### config.mk
export PLATFORM = sky130hd
export DESIGN_NAME = fetch_unit
export DESIGN_NICKNAME = d
export VERILOG_FILES = /design/src/rtl/fetch_unit.sv
export SDC_FILE = /design/constraint.sdc
export NUM_CORES = 1
export LEC_CHECK = 0
export CAP_MARGIN = 20
export CORE_MARGIN = 2
export CORE_UTILIZATION = 45
export DETAILED_ROUTE_END_ITERATION = 16
export HOLD_SLACK_MARGIN = 0.15
export PLACE_DENSITY_LB_ADDON = 0.2
export REMOVE_ABC_BUFFERS = 1
export SLEW_MARGIN = 30
export SYNTH_ARGS = -nofsm -noshare
export SYNTH_HDL_FRONTEND = slang
export SYNTH_SLANG_ARGS = --single-unit
export TNS_END_PERCENT = 50
### constraint.sdc
create_clock -name clk -period 10.2 [get_ports clk]
set_input_delay 2.04 -clock clk [delete_from_list [all_inputs] [get_ports clk]]
set_output_delay 2.04 -clock clk [all_outputs]
set_load 0.005 [all_outputs]
### src/rtl/fetch_unit.sv
// Instruction fetch stage: issues sequential word reads to the instruction SRAM,
// buffers returned words in a small queue and hands them to decode via valid/ready.
module fetch_unit #(
  parameter logic [31:0] RESET_PC = 32'h0000_0000,
  parameter int          QDEPTH   = 4,
  parameter int          MEM_AW   = 12
) (
  input  logic              clk,
  input  logic              rst,
  output logic              mbus_read,
  output logic              mbus_write,
  output logic [MEM_AW-1:0] mbus_addr,
  output logic [3:0]        mbus_byte_sel,
  output logic [31:0]       mbus_data_d,
  input  logic              mbus_ready,
  input  logic [31:0]       mbus_data_q,
  input  logic              fetch_en,
  input  logic              redirect_valid,
  input  logic [31:0]       redirect_pc,
  output logic              inst_valid,
  output logic [31:0]       inst,
  output logic [31:0]       inst_pc,
  input  logic              inst_ready
);

  localparam int PW = $clog2(QDEPTH);
  localparam int CW = PW + 1;
  localparam logic [CW:0] QDEPTH_LIM = (CW+1)'(QDEPTH);

  typedef enum logic {IDLE = 1'b0, RUN = 1'b1} state_t;

  state_t          state;
  logic [31:0]     pc;
  logic [31:0]     inflight_pc;
  logic            inflight;
  logic            kill;
  logic [PW-1:0]   wr_ptr;
  logic [PW-1:0]   rd_ptr;
  logic [CW-1:0]   count;
  logic [31:0]     q_inst [QDEPTH];
  logic [31:0]     q_pc   [QDEPTH];

  logic [CW:0]     occupancy;
  logic            issue_ok;
  logic            push;
  logic            pop;

  // The in-flight slot is reserved in the queue so a returning word always fits.
  assign occupancy = {1'b0, count} + {{CW{1'b0}}, inflight};
  assign issue_ok  = fetch_en & ~redirect_valid & (occupancy < QDEPTH_LIM);
  assign push      = mbus_ready & inflight & ~kill;
  assign pop       = inst_valid & inst_ready;

  assign mbus_read     = issue_ok & ~rst;
  assign mbus_write    = 1'b0;
  assign mbus_byte_sel = 4'b0000;
  assign mbus_data_d   = 32'h0000_0000;
  assign mbus_addr     = pc[MEM_AW+1:2];

  assign inst_valid = (count != {CW{1'b0}});
  assign inst       = q_inst[rd_ptr];
  assign inst_pc    = q_pc[rd_ptr];

  // PC, in-flight tracking and fetch queue; a redirect discards everything queued.
  always_ff @(posedge clk or posedge rst) begin
    if (rst) begin
      pc          <= RESET_PC;
      inflight_pc <= 32'h0000_0000;
      inflight    <= 1'b0;
      kill        <= 1'b0;
      wr_ptr      <= {PW{1'b0}};
      rd_ptr      <= {PW{1'b0}};
      count       <= {CW{1'b0}};
      for (int i = 0; i < QDEPTH; i++) begin
        q_inst[i] <= 32'h0000_0000;
        q_pc[i]   <= 32'h0000_0000;
      end
    end else if (redirect_valid) begin
      pc       <= redirect_pc & 32'hFFFF_FFFC;
      inflight <= 1'b0;
      kill     <= inflight;
      wr_ptr   <= {PW{1'b0}};
      rd_ptr   <= {PW{1'b0}};
      count    <= {CW{1'b0}};
    end else begin
      kill <= 1'b0;
      if (issue_ok) begin
        inflight    <= 1'b1;
        inflight_pc <= pc;
        pc          <= pc + 32'd4;
      end else begin
        inflight <= 1'b0;
      end
      if (push) begin
        q_inst[wr_ptr] <= mbus_data_q;
        q_pc[wr_ptr]   <= inflight_pc;
        wr_ptr         <= wr_ptr + PW'(1);
      end
      if (pop) begin
        rd_ptr <= rd_ptr + PW'(1);
      end
      case ({push, pop})
        2'b10:   count <= count + CW'(1);
        2'b01:   count <= count - CW'(1);
        default: count <= count;
      endcase
    end
  end

  // Activity state: RUN while fetching or waiting on a response.
  always_ff @(posedge clk or posedge rst) begin
    if (rst) begin
      state <= IDLE;
    end else begin
      case (state)
        IDLE:    state <= fetch_en ? RUN : IDLE;
        RUN:     state <= (!fetch_en && !inflight) ? IDLE : RUN;
        default: state <= IDLE;
      endcase
    end
  end

endmodule

==> flow_summary.toml <==
[final_layout]
fill_cells = 2672
fin_nets = 1233
multi_input_area_um2 = 6030
area_growth_pct = 19.7
final_cell_mix = "dfrtp_1, mux2_2, clkdlybuf4s50_1, nand2_1, mux4_2"
drive_gt1_frac = 0.338
seqCellArea_um2 = 7940
final_common_cell = "dfrtp_1"
num_antenna_cells = 0

[drt]
drt_iter0_drc = 463
viasPerCell = 5.48
num_vias = 8677
wl_per_cell_um = 19.2
totalWireLength_um = 30500
first_pass_iters = 4
drcViolationCount = 0
antenna_left = 0

[synth]
synth-edff-count = 0
avgSynthCellArea_um2 = 13.9
ys_top_cells_by_area = "dfrtp_1, mux2_2, mux4_2, nand2_1, buf_4"
synth_seq_cells = 317
synth_cells = 1036
synth.cell_area_um2 = 14400
ys_warn_count = 0
async_reset_ff_frac = 1.00
synth_top_flop_cell = "dfrtp_1"
yosysTopAreaCell = "dfrtp_1"
netlist.area_leader.share = 0.551
ys_seq_area_frac = 0.551
synth.distinct_cells = 47

[worst_setup_path]
crit_path_frequent_cell = "nor2_1"
crit_path_max_fanout = 47
crit_chain = "buf_2 -> buf_4 -> nor2_1 -> nand3_2 -> nor2_1 -> clkdlybuf4s50_1"
crit_path_max_incr_delay_ps = 500
critPathLaunchType = "input port"
r2r_slack_ps = 7540
arrival_ps = 3420
crit-reg2reg-launch = "count[0]"
crit_start = "redirect_valid"
path_delay_family = "buffers and inverters"
cp.required_ps = 8160
crit_path_top_delay_cell = "clkdlybuf4s50_1"
worstSetupEndpointType = "primary output"
crit_type = "input port to primary output"
critPathBufInv = 3

[global_routing]
antenna_found_initial = 1
grt_max_degree = 141
grt_pass1_wl_um = 49600
grt.overflow.total = 0
track_usage = 0.187
first_global_vias = 8943

[power_and_ir_drop]
p_total_mw = 4.11
p_per_area_nw_per_um2 = 238
ir_drop_mv = 0.122
p_leak_nw = 8.00

[sta]
setup_viol = 0
finalSetupTns_ps = 0
fmax_ghz = 0.183
final_max_slew_viol_count = 0
fin_skew_ps = 9.40
min_period_ps = 5460
hold_viol_final = 0
rsz0062_at_grt = "false"
max_slew_margin = 0.391
period_share = 0.535
tightest_slew_ps = 911

[floorplanning]
die_w_um = 183
core-area_um2 = 31600
row_count = 65
die_y_um = 183
die-area_um2 = 33400
initial_core_util = 0.456
io_pins = 185

[outcome]
status = "complete, no violations"

[clock_network]
post_cts_resized = 0
cts_max_path_buffers = 3
clk_pin_slew_ps = 60
postCtsHoldBufs = 0
clk_latency_ps = 500
htreeDepth = 2
cts_sinks = 317
post-cts-setup-buffers = 0
cts_buffers = 36
cts_tree = "done"
cts_root_buf = "clkbuf_16"

[hold_path]
hold_class = "flip-flop to flip-flop"
hp-start = "q_inst[37]"

[placement]
port_buffers = 143
place.gp.congestion = 0.768
post-dp-hpwl_um = 17700

[job]
drv_cap = 0
[per-layer routing]
layer  part of all wire  wire, um  track usage
met5            0.00043        13            0
met4              0.017       523       0.0445
met3              0.052      1590       0.0338
met2               0.47     14200        0.297
met1               0.46     14100        0.270
[cells by family after synthesis]
group,synth area share
buffers and inverters,0.0443
AND/OR/NAND/NOR,0.0719
XOR/XNOR,0.00426
multiplexers,0.292
flip-flops,0.551
adder cells (fa/ha/maj),0.00574
other,0.000261
AO/OA/AOI/OAI,0.0304
[path summary, 6_finish.rpt]
check                                   to  cells past startpoint
worst min register to register  q_inst[37]                      1
worst min-delay path            q_inst[37]                      1
max in group asynchronous       q_inst[42]                      4
worst max-delay path             mbus_read                      6
min in group asynchronous         q_pc[44]                      2
worst max register to register      pc[18]                      7
[sequential cells by signal, summed over array words and instances, names as in the netlist]
signal and count:
pc 30, inflight_pc 30, wr_ptr 2, q_pc 120
kill 1, q_inst 128, inflight 1, rd_ptr 2
count 3
[cell type report]
class	instances	share of cell area
well taps	402	0.0292
clock buffers	53	0.0636
clock inverters	10	0.00603
flip-flops and latches	317	0.461
repair buffers	152	0.0876
multi-input cells	642	0.350
inverters	8	0.00247
[where the power goes]
| part | switching (mW) | internal [mW] | total (mW) |
|---|---|---|---|
| combinational | 0.401 | 0.714 | 1.11 |
| sequential | 0.208 | 1.49 | 1.70 |
| clock | 0.498 | 0.793 | 1.29 |
| total | 1.11 | 3.00 | 4.11 |
[worst reg2reg max path, stage by stage (launching register included)]
cell,delay [ps]
dfrtp_1,470
nand3_1,130
nand3_2,160
buf_4,570
inv_1,150
nor2_1,720
o21ai_0,210
o311ai_0,140
[synth_stat cells (all sizes together), types with 2 or more instances]
cell type	instances
xnor2	4
and3	3
buf	70
or4	5
nand2	135
inv	8
nor3	4
a221o	7
nand3	20
a31o	3
a21oi	9
o31a	2
o21ai	20
ha	5
nor2	18
a22oi	4
o311ai	4
and2	3
nor4	4
or3	4
nor3b	6
mux2	248
o21bai	3
xor2	3
o211ai	7
mux4	62
clkbuf	37
nand4	10
dfrtp	317
a31oi	2
[stage by stage]
step / area (um2) / setup WS (ps) / utilization / cells / hold slack [ps]
after floorplan: 13900 / -611 / - / 967 / 468
after global placement: 16000 / 4720 / 0.506 / 1520 / 482
after detailed placement: 16000 / 4710 / 0.507 / 1520 / 487
after CTS: 17200 / 4710 / 0.545 / 1583 / 500
after global routing: 17200 / 4620 / 0.546 / 1584 / 506
final: 17200 / 4740 / 0.546 / 1584 / 497
(Power assumes the default switching activity.)
